==> src/rtl/fifo_ram_pkg.sv <==
// Shared sizing helpers for the packing FIFO: ceiling log2 and the widths
// derived from the beat width, pack ratio and RAM depth.
package fifo_ram_pkg;

  function automatic int clog2(input int value);
    int r;
    r = 0;
    while ((32'sd1 <<< r) < value) begin
      r = r + 1;
    end
    return r;
  endfunction

  function automatic int RWIDTH_F(input int wwidth, input int ratio);
    return wwidth * ratio;
  endfunction

  function automatic int AW(input int depth);
    return clog2(depth);
  endfunction

  // The count must be able to hold DEPTH itself, hence depth+1.
  function automatic int CW(input int depth);
    return clog2(depth + 1);
  endfunction

  function automatic int IW(input int ratio);
    return (ratio > 1) ? clog2(ratio) : 1;
  endfunction

endpackage

==> src/rtl/fifo_ram_packer_if.sv <==
// Bus bundle between a producer/consumer (master) and the packing FIFO (slave).
interface fifo_ram_packer_if #(
  parameter int WWIDTH = 8,
  parameter int RATIO  = 4,
  parameter int DEPTH  = 16
);
  import fifo_ram_pkg::*;

  localparam int RW  = RWIDTH_F(WWIDTH, RATIO);
  localparam int CWL = CW(DEPTH);

  logic [WWIDTH-1:0] WDATA;
  logic              WE;
  logic              RE;
  logic              CLR_ERR;
  logic [RW-1:0]     RDATA;
  logic              RVALID;
  logic              FULL;
  logic              AFULL;
  logic              EMPTY;
  logic              AEMPTY;
  logic [CWL-1:0]    COUNT;
  logic              OVERFLOW;
  logic              UNDERFLOW;

  modport master (
    output WDATA, WE, RE, CLR_ERR,
    input  RDATA, RVALID, FULL, AFULL, EMPTY, AEMPTY, COUNT, OVERFLOW, UNDERFLOW
  );

  modport slave (
    input  WDATA, WE, RE, CLR_ERR,
    output RDATA, RVALID, FULL, AFULL, EMPTY, AEMPTY, COUNT, OVERFLOW, UNDERFLOW
  );

endinterface

==> src/rtl/fifo_ram_sdp.sv <==
// Simple-dual-port RAM with registered read; only the read register is reset,
// the array itself is left uninitialised so it maps onto block RAM.
module fifo_ram_sdp
  import fifo_ram_pkg::*;
#(
  parameter int WIDTH = 32,
  parameter int DEPTH = 16,
  localparam int AWL  = clog2(DEPTH)
) (
  input  logic             clk,
  input  logic             rst_n,
  input  logic             we_i,
  input  logic [AWL-1:0]   waddr_i,
  input  logic [WIDTH-1:0] wdata_i,
  input  logic             re_i,
  input  logic [AWL-1:0]   raddr_i,
  output logic [WIDTH-1:0] rdata_o
);

  logic [WIDTH-1:0] mem_q [DEPTH];
  logic [WIDTH-1:0] rdata_q;

  // Write port.
  always_ff @(posedge clk) begin
    if (we_i) begin
      mem_q[waddr_i] <= wdata_i;
    end
  end

  // Synchronous read; holds its value when no read is issued.
  always_ff @(posedge clk or negedge rst_n) begin
    if (!rst_n) begin
      rdata_q <= '0;
    end else if (re_i) begin
      rdata_q <= mem_q[raddr_i];
    end
  end

  assign rdata_o = rdata_q;

endmodule

==> src/rtl/fifo_ram_packer.sv <==
// FIFO that gathers RATIO narrow beats into one wide RAM word, with occupancy
// count, threshold flags, sticky error flags and an optional output register.
module fifo_ram_packer
  import fifo_ram_pkg::*;
#(
  parameter int WWIDTH    = 8,
  parameter int RATIO     = 4,
  parameter int DEPTH     = 16,
  parameter int PIPE      = 1,
  parameter int AFULL_TH  = DEPTH - 2,
  parameter int AEMPTY_TH = 1
) (
  input  logic               CLOCK,
  input  logic               RESET_N,
  fifo_ram_packer_if.slave   bus
);

  localparam int RW  = RWIDTH_F(WWIDTH, RATIO);
  localparam int AWL = AW(DEPTH);
  localparam int CWL = CW(DEPTH);
  localparam int IWL = IW(RATIO);

  localparam logic [CWL-1:0] DEPTH_C    = CWL'(DEPTH);
  localparam logic [CWL-1:0] AFULL_C    = CWL'(AFULL_TH);
  localparam logic [CWL-1:0] AEMPTY_C   = CWL'(AEMPTY_TH);
  localparam logic [IWL-1:0] LAST_IDX_C = IWL'(RATIO - 1);
  localparam logic           AFULL_RST_C  = (AFULL_TH <= 0);
  localparam logic           AEMPTY_RST_C = (AEMPTY_TH >= 0);

  logic [IWL-1:0] idx_q, idx_d;
  logic [RW-1:0]  pack_q, pack_d;
  logic [AWL-1:0] wptr_q, wptr_d;
  logic [AWL-1:0] rptr_q, rptr_d;
  logic [CWL-1:0] count_q, count_d;
  logic           ovf_q, ovf_d;
  logic           udf_q, udf_d;
  logic           full_q, afull_q, empty_q, aempty_q;
  logic           rv1_q;

  logic           wr_acc_s, commit_s, rd_acc_s;
  logic [RW-1:0]  pack_word_s;
  logic [RW-1:0]  ram_rdata_s;
  logic [RW-1:0]  rdata_out_s;
  logic           rvalid_out_s;

  // Accept decisions use the registered flags, so a full FIFO drops beats
  // and an empty one ignores reads without any combinational path to COUNT.
  always_comb begin
    wr_acc_s = bus.WE && !full_q;
    commit_s = wr_acc_s && (idx_q == LAST_IDX_C);
    rd_acc_s = bus.RE && !empty_q;
  end

  // Merge the incoming beat into its slice of the pack register.
  always_comb begin
    pack_word_s = pack_q;
    for (int b = 0; b < RATIO; b++) begin
      if (idx_q == IWL'(b)) begin
        pack_word_s[b*WWIDTH +: WWIDTH] = bus.WDATA;
      end else begin
        pack_word_s[b*WWIDTH +: WWIDTH] = pack_q[b*WWIDTH +: WWIDTH];
      end
    end
  end

  // Next-state for packing, pointers, occupancy and error flags.
  always_comb begin
    idx_d   = idx_q;
    pack_d  = pack_q;
    wptr_d  = wptr_q;
    rptr_d  = rptr_q;
    count_d = count_q;
    ovf_d   = ovf_q;
    udf_d   = udf_q;

    if (commit_s) begin
      idx_d  = '0;
      pack_d = '0;
      wptr_d = wptr_q + 1'b1;
    end else if (wr_acc_s) begin
      idx_d  = idx_q + 1'b1;
      pack_d = pack_word_s;
      wptr_d = wptr_q;
    end else begin
      idx_d  = idx_q;
      pack_d = pack_q;
      wptr_d = wptr_q;
    end

    if (rd_acc_s) begin
      rptr_d = rptr_q + 1'b1;
    end else begin
      rptr_d = rptr_q;
    end

    case ({commit_s, rd_acc_s})
      2'b10:   count_d = count_q + 1'b1;
      2'b01:   count_d = count_q - 1'b1;
      default: count_d = count_q;
    endcase

    // Clearing wins over a same-cycle error.
    if (bus.CLR_ERR) begin
      ovf_d = 1'b0;
      udf_d = 1'b0;
    end else begin
      ovf_d = ovf_q | (bus.WE && full_q);
      udf_d = udf_q | (bus.RE && empty_q);
    end
  end

  // State and registered status flags.
  always_ff @(posedge CLOCK or negedge RESET_N) begin
    if (!RESET_N) begin
      idx_q    <= '0;
      pack_q   <= '0;
      wptr_q   <= '0;
      rptr_q   <= '0;
      count_q  <= '0;
      ovf_q    <= 1'b0;
      udf_q    <= 1'b0;
      full_q   <= 1'b0;
      afull_q  <= AFULL_RST_C;
      empty_q  <= 1'b1;
      aempty_q <= AEMPTY_RST_C;
      rv1_q    <= 1'b0;
    end else begin
      idx_q    <= idx_d;
      pack_q   <= pack_d;
      wptr_q   <= wptr_d;
      rptr_q   <= rptr_d;
      count_q  <= count_d;
      ovf_q    <= ovf_d;
      udf_q    <= udf_d;
      full_q   <= (count_d == DEPTH_C);
      afull_q  <= (count_d >= AFULL_C);
      empty_q  <= (count_d == {CWL{1'b0}});
      aempty_q <= (count_d <= AEMPTY_C);
      rv1_q    <= rd_acc_s;
    end
  end

  fifo_ram_sdp #(
    .WIDTH (RW),
    .DEPTH (DEPTH)
  ) u_ram (
    .clk     (CLOCK),
    .rst_n   (RESET_N),
    .we_i    (commit_s),
    .waddr_i (wptr_q),
    .wdata_i (pack_word_s),
    .re_i    (rd_acc_s),
    .raddr_i (rptr_q),
    .rdata_o (ram_rdata_s)
  );

  if (PIPE != 0) begin : g_pipe
    logic [RW-1:0] rdata_q;
    logic          rv2_q;

    // Extra output stage; captures only on valid so RDATA holds between reads.
    always_ff @(posedge CLOCK or negedge RESET_N) begin
      if (!RESET_N) begin
        rdata_q <= '0;
        rv2_q   <= 1'b0;
      end else begin
        rv2_q <= rv1_q;
        if (rv1_q) begin
          rdata_q <= ram_rdata_s;
        end
      end
    end

    assign rdata_out_s  = rdata_q;
    assign rvalid_out_s = rv2_q;
  end else begin : g_nopipe
    assign rdata_out_s  = ram_rdata_s;
    assign rvalid_out_s = rv1_q;
  end

  assign bus.RDATA     = rdata_out_s;
  assign bus.RVALID    = rvalid_out_s;
  assign bus.FULL      = full_q;
  assign bus.AFULL     = afull_q;
  assign bus.EMPTY     = empty_q;
  assign bus.AEMPTY    = aempty_q;
  assign bus.COUNT     = count_q;
  assign bus.OVERFLOW  = ovf_q;
  assign bus.UNDERFLOW = udf_q;

endmodule
==> src/flat_wrapper.sv <==
// flat-port wrapper written by rule: the top's interface ports become plain ports
module fifo_ram_packer_flat import fifo_ram_pkg::*;
#(
  parameter int WWIDTH    = 8,
  parameter int RATIO     = 4,
  parameter int DEPTH     = 16,
  parameter int PIPE      = 1,
  parameter int AFULL_TH  = DEPTH - 2,
  parameter int AEMPTY_TH = 1
)
  (CLOCK, RESET_N, bus_WDATA, bus_WE, bus_RE, bus_CLR_ERR, bus_RDATA, bus_RVALID, bus_FULL, bus_AFULL, bus_EMPTY, bus_AEMPTY, bus_COUNT, bus_OVERFLOW, bus_UNDERFLOW);
  fifo_ram_packer_if #(.WWIDTH(WWIDTH), .RATIO(RATIO), .DEPTH(DEPTH)) bus_i ();
  input  logic CLOCK;
  input  logic RESET_N;
  input wire logic [$bits(bus_i.WDATA)-1:0] bus_WDATA;
  input wire logic [$bits(bus_i.WE)-1:0] bus_WE;
  input wire logic [$bits(bus_i.RE)-1:0] bus_RE;
  input wire logic [$bits(bus_i.CLR_ERR)-1:0] bus_CLR_ERR;
  output wire logic [$bits(bus_i.RDATA)-1:0] bus_RDATA;
  output wire logic [$bits(bus_i.RVALID)-1:0] bus_RVALID;
  output wire logic [$bits(bus_i.FULL)-1:0] bus_FULL;
  output wire logic [$bits(bus_i.AFULL)-1:0] bus_AFULL;
  output wire logic [$bits(bus_i.EMPTY)-1:0] bus_EMPTY;
  output wire logic [$bits(bus_i.AEMPTY)-1:0] bus_AEMPTY;
  output wire logic [$bits(bus_i.COUNT)-1:0] bus_COUNT;
  output wire logic [$bits(bus_i.OVERFLOW)-1:0] bus_OVERFLOW;
  output wire logic [$bits(bus_i.UNDERFLOW)-1:0] bus_UNDERFLOW;
  assign bus_i.WDATA = bus_WDATA;
  assign bus_i.WE = bus_WE;
  assign bus_i.RE = bus_RE;
  assign bus_i.CLR_ERR = bus_CLR_ERR;
  assign bus_RDATA = bus_i.RDATA;
  assign bus_RVALID = bus_i.RVALID;
  assign bus_FULL = bus_i.FULL;
  assign bus_AFULL = bus_i.AFULL;
  assign bus_EMPTY = bus_i.EMPTY;
  assign bus_AEMPTY = bus_i.AEMPTY;
  assign bus_COUNT = bus_i.COUNT;
  assign bus_OVERFLOW = bus_i.OVERFLOW;
  assign bus_UNDERFLOW = bus_i.UNDERFLOW;
  fifo_ram_packer #(.WWIDTH(WWIDTH), .RATIO(RATIO), .DEPTH(DEPTH), .PIPE(PIPE), .AFULL_TH(AFULL_TH), .AEMPTY_TH(AEMPTY_TH)) u_core (.CLOCK(CLOCK), .RESET_N(RESET_N), .bus(bus_i));
endmodule
==> config.mk <==
export PLATFORM = sky130hd
export DESIGN_NAME = fifo_ram_packer_flat
export DESIGN_NICKNAME = d
export VERILOG_FILES = /design/src/rtl/fifo_ram_pkg.sv /design/src/rtl/fifo_ram_packer_if.sv /design/src/rtl/fifo_ram_sdp.sv /design/src/rtl/fifo_ram_packer.sv /design/src/flat_wrapper.sv
export SDC_FILE = /design/constraint.sdc
export NUM_CORES = 1
export LEC_CHECK = 0
export ABC_AREA = 1
export BUFFER_PORTS_ARGS = -buffer_cell sky130_fd_sc_hd__buf_4
export CAP_MARGIN = 20
export CORE_UTILIZATION = 25
export DETAILED_ROUTE_END_ITERATION = 12
export GPL_ROUTABILITY_DRIVEN = 1
export PLACE_DENSITY_LB_ADDON = 0.1
export SYNTH_ARGS = -nofsm -noshare
export SYNTH_HDL_FRONTEND = slang
export SYNTH_SLANG_ARGS = --single-unit
==> constraint.sdc <==
create_clock -name CLOCK -period 9.6 [get_ports CLOCK]
set_input_delay 0.96 -clock CLOCK [delete_from_list [all_inputs] [get_ports CLOCK]]
set_output_delay 0.96 -clock CLOCK [all_outputs]
set_load 0.05 [all_outputs]
-- Word-level counts from Yosys, hierarchy flattened
Memory sizes are Yosys's and may differ from the RTL's. A register that Yosys moved wholly into a read port is not among the register bits.
Index checks and enable logic that the tools add are counted.
- input bits: 13
- bits in writable memories: 512
- word-level logic and storage cells: 54
- output and inout port bits: 44
- flip-flop bits (word level): 87
- memories: 1
- memories (memory ; depth ; width ; read ports ; clocked after Yosys merged registers in ; wr ports ; RTL line ; RTL):
    u_core.u_ram.mem_q ; 16 ; 32 ; 1 ; 1 ; 1 ; fifo_ram_sdp.sv:20 ; logic [WIDTH-1:0] mem_q [DEPTH];
- add/sub/neg operators: 5
- eq/ne operators: 6
- magnitude comparators: 2
- muxes and demuxes: 13
- bitwise operators: 2
- reductions and logical operators: 11
- operators by type and width (cell ; number):
    32-bit two-way mux ; 2
    8-bit two-way mux ; 4
    5-bit one-hot mux with 2 select lines ; 1
    4-bit by 1-bit adder with 4-bit output (second input constant) ; 2
    2-bit equality test (second input constant) ; 3
    5-bit by 1-bit adder with 5-bit output (second input constant) ; 1
    5-bit equality test (second input constant) ; 1
    5-bit by 4-bit >= comparator with 1-bit output (second input constant) ; 1
    5-bit by 1-bit less-or-equal comparator with 1-bit output (second input constant) ; 1
    1-bit logical AND ; 5
    5-bit logical NOT ; 1
    5-bit by 1-bit subtractor with 5-bit output (second input constant) ; 1
    2-bit by 1-bit equality test with 1-bit output (second input constant) ; 2
    1-bit two-way mux ; 4
    2-bit two-way mux ; 2
    1-bit logical NOT ; 3
    2-bit by 1-bit adder with 2-bit output (second input constant) ; 1
    2-bit logical NOT ; 1
    1-bit bitwise OR ; 2
    2-bit nonzero test ; 1

-- Depth between registers and ports, before layout
Gate-level depths: netlist of run 1.
- depth in word-level cells: 6
- gate-level depth with buffers: 19
- gate-level depth less buffers: 19

-- Hierarchy
Synthesis of run 1 repeated with hierarchy kept, for this count alone.
- cells, all modules: 2244
- area, all modules: 25728.4 um2
- by module, submodules not included (module ; cells each ; times used ; sequential area each (um2) ; area each (um2)):
    fifo_ram_sdp ; 1842 ; 1 ; 16175.5 ; 21839.7
    fifo_ram_packer ; 402 ; 1 ; 2179.6 ; 3888.7

-- Least setup slack after synthesis of run 1
OpenSTA, ideal clock, no wires.
- kind: input port to flip-flop
- from: in bus_WE
- to: mem u_core.u_ram.mem_q[11][0], enable pin
- setup time: 0.421 ns
- data arrival time: 3.033 ns
- stages on the path: 6
- setup slack: 6.146 ns
- cell sequence: inv_1 nor2_4 inv_1 nor2_2 nand2_1 nor2_1
- cells in the longest elaborated chain, start to end: 4
- ends and longest elaborated chain (what ; RTL line ; RTL):
    from (decl) ; flat_wrapper.sv:16 ; input wire logic [$bits(bus_i.WE)-1:0] bus_WE;
    1-bit logical AND ; fifo_ram_packer.sv:49 ; wr_acc_s = bus.WE && !full_q;
    1-bit logical AND ; fifo_ram_packer.sv:50 ; commit_s = wr_acc_s && (idx_q == LAST_IDX_C);
    1-bit two-way mux ; fifo_ram_sdp.sv:25 ; if (we_i) begin
    1-bit two-way mux (not written as such) ; fifo_ram_sdp.sv:26 ; mem_q[waddr_i] <= wdata_i;
    to (decl) ; fifo_ram_sdp.sv:20 ;
Every way passes these cells.

==> results.toml, run 1 <==
[global_route]
antenna_found_initial = 4
grt_pass1_wl_mm = 110.9
grt-ovfl-total = 0
grt_pass1_vias = 15740
grtUsageTotal_pct = 14.76
grt_max_degree = 98

[critical_path]
cp_max_fo = 97
end_kind = "flop"
crit_arrival_ns = 4.09
cp-start-kind = "flop"
crit_required_ns = 10.14
critPathKind = "flop to flop"
reg2reg_depth = 8

[cells_and_area]
utilization_pct = 29.73
regArea_sq_um = 18360
multiInputGateArea_sq_um = 6186
area_delta_synth_final_pct = 17.91
fillers = 10120
drive_gt1_share_pct = 12.23
nets = 2203
final_area_sq_um = 29730
layoutNonFillerInstCount = 3540

[clocking]
tritoncts = "yes"
ctsResizeCount = 0
numCtsBuffers = 77
clk_pin_slew_ns = 0.06
clock_latency_ns = 0.62
cts_max_level = 3
root_buffer = "clkbuf_16"
clockBufferDepth = 3
cts_hold_repair.buffers = 0
cts_setup_buffers = 0
clock-sinks = 631

[routing]
avgViaCountPerCell = 4.490
drt-total-wl_mm = 75.29
drtIter0Drc = 1124
dr_total_vias = 15900
drcViolationCount = 0
avgRoutedWirePerCell_microns = 21.27
dr.pass1.iters = 5
postRouteAntennaNets = 0

[synthesis]
syn_avg_cell_area_sq_um = 11.97
synthCells = 2106
ys_warn_count = 0
ys_types = 30
syn_nets = 2132
syn-cell-area_sq_um = 25220
seq_area_frac_synth_pct = 72.79
ys_ff_latch = 631

[sta]
final.setup.tns_ns = 0
skew_ns = 0.03139
setup_viol = 0
final_max_slew_viol_count = 0
tightest_slew_ns = 1.044
period_share_pct = 36.93
fin_crit_ns = 3.546
max_freq_mhz = 282.0
rsz0062_at_grt = "no"
finalHoldViolations = 0
postLayoutSetupSlackWorst_ns = 6.054
relSlewSlack_pct = 30.37
hold_ws_ns = 0.4464

[place]
dp.final_hpwl_mm = 42.37
dpl_cell_area_sq_um = 27280
io_buffers = 56
place_congestion = 0.7551
dp_cells = 3394
dpl_worst_slack_ns = 5.442

[power]
leakage_nw = 10.91
power_mw = 10.03
cellPowerDensity_nw_per_um2 = 337.5
ir_drop_uv = 176.3

[flow_run]
cap_viol_max_count = 0

[die]
fp.dieArea_sq_um = 102100
coreArea_sq_um = 100000
io_pins = 57
row_count = 116
die_x_microns = 319.6
initial_utilization_pct = 25.22
die_y_microns = 319.6

[outcome]
status = "finished clean"

[min_path]
hold_path_class = "input pin to async pin"
## cell families after synthesis
group	synth area share, %
fa+ha+maj	0.6450
mux	1.072
buf+inv	3.299
flops	72.79
xor+xnor	0.2779
simple gates	13.92
compound gates	8.003
## cell usage in the layout (no fill, tap or decap), drive strengths merged, types with 3 or more instances in the layout
| cell | instances |
|---|---|
| edfxtp | 512 |
| bufinv | 3 |
| mux2 | 24 |
| xor2 | 6 |
| nand2 | 567 |
| clkbuf | 109 |
| a21oi | 69 |
| dfrtp | 117 |
| a22oi | 8 |
| a21boi | 46 |
| buf | 109 |
| nor2 | 175 |
| nand3 | 137 |
| inv | 68 |
| clkinv | 30 |
| ha | 13 |
| o22ai | 46 |
| o21ai | 191 |
## flip-flops by register name, summed over array words and instances (netlist names)
name	count
u_core.bus.EMPTY	1
u_core.wptr_q	4
u_core.bus.UNDERFLOW	1
u_core.bus.AEMPTY	1
u_core.u_ram.mem_q	512
u_core.u_ram.rdata_o	32
u_core.bus.COUNT	5
u_core.bus.FULL	1
u_core.pack_q	32
u_core.rptr_q	4
u_core.bus.RVALID	1
u_core.bus.OVERFLOW	1
u_core.rv1_q	1
u_core.bus.AFULL	1
u_core.bus.RDATA	32
u_core.idx_q	2
## per-layer routing
layer / GRT usage, % / share of wire [%] / up-vias
li1: - / - / 7507
met1: 21.80 / 50 / 7991
met2: 22.00 / 43 / 308
met3: 3.040 / 5.1 / 89
met4: 3.355 / 1.9 / 0
met5: 0 / 0 / -
## final cells by class
cell class	count	area share [%]
antenna	1	0.008416
clock buffer	109	7.271
clock inverter	34	0.8458
inverter	68	0.8752
multi-input combinational	1290	20.80
sequential	631	61.75
tap	1298	5.462
timing repair buffer	109	2.983
## worst paths after layout
kind	startpoint	end	slack, ns
worst min-delay path	RESET_N	u_core.pack_q[19]	0.45
worst max register to register	u_core.rptr_q[0]	u_core.u_ram.rdata_o[11]	6.05
worst min register to register	u_core.pack_q[24]	u_core.pack_q[24]	0.47
max in group asynchronous	RESET_N	u_core.rptr_q[0]	7.84
worst max-delay path	u_core.rptr_q[0]	u_core.u_ram.rdata_o[11]	6.05
min in group CLOCK	u_core.pack_q[24]	u_core.pack_q[24]	0.47
## power by group
group,switching (mW),internal [mW],leakage [nW]
Sequential,0.188,3.55,6.14
Combinational,2.62,0.877,3.59
Clock,1.15,1.65,1.17
## critical path, stage by stage, from the launching register on
cell,delay (ns)
dfrtp_4,0.63
inv_6,0.64
buf_4,0.90
o21ai_0,0.18
o22ai_1,0.54
nand2_1,0.10
nand2_1,0.12
nand3_1,0.13
nand2_1,0.09
## cell usage after synthesis
master / n / share of area, %
dfstp_2: 2 / 0.21
o31ai_2: 1 / 0.050
a21oi_2: 1 / 0.035
a21oi_1: 68 / 1.3
buf_1: 11 / 0.16
inv_1: 64 / 0.95
mux2_2: 24 / 1.1
nand3_1: 137 / 2.7
ha_1: 13 / 0.65
buf_4: 12 / 0.36
a21boi_0: 46 / 1.4
nor2_1: 173 / 2.6
o22ai_1: 46 / 1.1
clkbuf_1: 50 / 0.74
buf_2: 38 / 0.75
xor2_1: 6 / 0.21
nor3_2: 1 / 0.040
o21bai_1: 1 / 0.030
dfrtp_1: 117 / 12
o21ai_0: 191 / 3.8
xnor2_1: 2 / 0.069
edfxtp_1: 512 / 61
a22oi_1: 8 / 0.24
inv_2: 4 / 0.060
nor2_4: 1 / 0.045
nand2_1: 567 / 8.4
buf_6: 6 / 0.27
nand4_1: 2 / 0.050
nor2_2: 1 / 0.025
or2_2: 1 / 0.025
(Power assumes the default switching activity.)
==> run 2, diff against run 1 <==
clock period = 2.9 ns   (was 9.6 ns; I/O delays follow)
==> run 2 against run 1 <==
Effect of this change: final cell count is 0.93% higher; global-route usage is 0.43 points higher; count of clock-buffer cells in the layout is 8 higher; worst setup slack worse by 5.8 ns; utilization is 0.58 points higher; sequential share of layout area is 1.2 points lower; first-iteration DRC count is 0.71% lower; non-clock buffer count is 33 higher; flip-flop and latch count stayed put; maximum frequency is 36% higher; sequential power grew to 3.3 times the previous value; critical path type unchanged; largest cell class unchanged; largest power group unchanged.
==> results.toml, run 2 (synthesis results as in run 1) <==
[global_route]
grt_pass1_wl_mm = 113.3
grt-ovfl-total = 0
antenna_found_initial = 6
grt_max_degree = 84
grtUsageTotal_pct = 15.19
grt_pass1_vias = 16310

[sta]
setup_viol = 0
max_freq_mhz = 382.7
hold_ws_ns = 0.1067
postLayoutSetupSlackWorst_ns = 0.2871
relSlewSlack_pct = 40.85
period_share_pct = 90.10
rsz0062_at_grt = "no"
tightest_slew_ns = 0.8873
final_max_slew_viol_count = 0
skew_ns = 0.03747
fin_crit_ns = 2.613
finalHoldViolations = 0

[cells_and_area]
regMostFlops = "u_core.u_ram.mem_q"
area_delta_synth_final_pct = 20.19
drive_gt1_share_pct = 13.37
largest_reg_flops = 512
nets = 2236
final_cell_mix = "566 x nand2_1, 512 x edfxtp_1, 184 x o21ai_0"
layout_commonest_cell = "nand2_1"
fillers = 10090

[critical_path]
critPathKind = "flop to flop"
cp_max_fo = 10
cp-start-kind = "flop"
crit_chain = "ha_1 > inv_2 > nor2_2 > inv_2 > ha_2 > nor2_1 > nor2_1 > ha_1 > inv_1 > nand2_1 > nand3_1 > nand3_1 > nand3_1 > o21ai_0 > nand2_1 > nor2_1"
crit_start = "u_core.idx_q[0]"
end_kind = "flop"
max_stage_delay_ns = 0.40
crit-reg2reg-launch = "u_core.idx_q[0]"
r2r_slack_ns = 0.29
reg2reg_depth = 16
worstReg2RegEnd = "u_core.bus.AEMPTY"
crit_arrival_ns = 3.16
slowest_stage = "dfrtp_1"
crit_required_ns = 3.45

[clocking]
clock-sinks = 631
tritoncts = "yes"
numCtsBuffers = 77
clk_pin_slew_ns = 0.06
root_buffer = "clkbuf_16"
clock_latency_ns = 0.63
cts_max_level = 3
cts_setup_buffers = 0
clockBufferDepth = 3

[routing]
drcViolationCount = 0
avgViaCountPerCell = 4.510
postRouteAntennaNets = 0
dr_total_vias = 16110
dr.pass1.iters = 5
drtIter0Drc = 1116
avgRoutedWirePerCell_microns = 21.57
drt-total-wl_mm = 77.07

[place]
place_congestion = 0.7284
io_buffers = 56
dp.final_hpwl_mm = 41.24
dpl_worst_slack_ns = 0.2813

[power]
p_comb_share_pct = 35.0
ir_drop_uv = 637.9
clock_power_share_pct = 28.1
p_sw_mw = 12.83
power_frac_seq_pct = 36.9
p_int_mw = 20.67
leakage_nw = 11.17
p_sw_share_pct = 38.30
cellPowerDensity_nw_per_um2 = 1105

[min_path]
worstHoldEndpoint = "u_core.pack_q[10]"
hold_depth = 5
hold_path_class = "input pin to flop"
worstHoldStart = "bus_WDATA[2]"

[die]
coreArea_sq_um = 100000
io_pins = 57
die_x_microns = 319.6
initial_utilization_pct = 25.22
row_count = 116
fp.dieArea_sq_um = 102100
die_y_microns = 319.6

[flow_run]
cap_viol_max_count = 0

[outcome]
status = "finished clean"
[run 2: what timing repair did]
action                                  CTS  global route
endpoints found under the setup margin    0             2
hold buffers                              4             0
endpoints found under the hold margin    64             0
gates resized for setup                   0             1
[run 2: worst max-delay path: cells and delay by family, from the launching register on]
family	cells	cell delay, ns
AOI/OAI and AO/OA	1	0.21
adders and majority gates	3	0.68
buffers and inverters	3	0.31
DFF	1	0.40
and+or+nand+nor	9	0.91
[run 2: power groups by stage]
stage / logic [mW] / registers (mW) / clock network [mW]
6_report: 11.7 / 12.4 / 9.41
5_1_grt: 13.0 / 12.5 / 10.0
4_1_cts: 12.0 / 12.4 / 9.73
3_5_place_dp: 11.9 / 12.5 / 0
3_3_place_gp: 11.8 / 12.5 / 0
2_1_floorplan: 6.33 / 13.3 / 0
[run 2: how the worst max path moves through the flow]
stage | endpoint | cells past startpoint
2_1_floorplan | u_core.u_ram.mem_q[11][0] | 5
3_3_place_gp | u_core.bus.EMPTY | 18
3_5_place_dp | u_core.bus.AEMPTY | 16
4_1_cts | u_core.bus.AEMPTY | 16
5_1_grt | u_core.bus.AEMPTY | 16
6_report | u_core.bus.AEMPTY | 16
[run 2: per-stage QoR]
step / TNS [ns] / cells / util, % / power, mW / instance area [sq um]
floorplan: -74.09 / 2106 / - / 19.63 / 25230
global placement: 0 / 3425 / 27.81 / 24.38 / 27810
detailed placement: 0 / 3425 / 27.81 / 24.45 / 27810
CTS: 0 / 3572 / 30.31 / 34.05 / 30310
global route: 0 / 3572 / 30.31 / 35.57 / 30310
finish: 0 / 3573 / 30.31 / 33.50 / 30310
[run 2: cell type report]
class                      count  area (sq um)  area share (%)
multi-input combinational   1290          6166           20.34
inverter                      68         260.3          0.8586
timing repair buffer         142          1443           4.760
tap                         1298          1624           5.358
clock buffer                 117          2200           7.257
clock inverter                26         254.0          0.8380
sequential                   631         18360           60.58
antenna                        1         2.502        0.008256
[run 2: layer usage]
metal,GRT usage (%),wire (microns)
met5,0,0
met1,21.56,37540
met4,3.942,1251
met3,2.584,3701
met2,23.89,34570
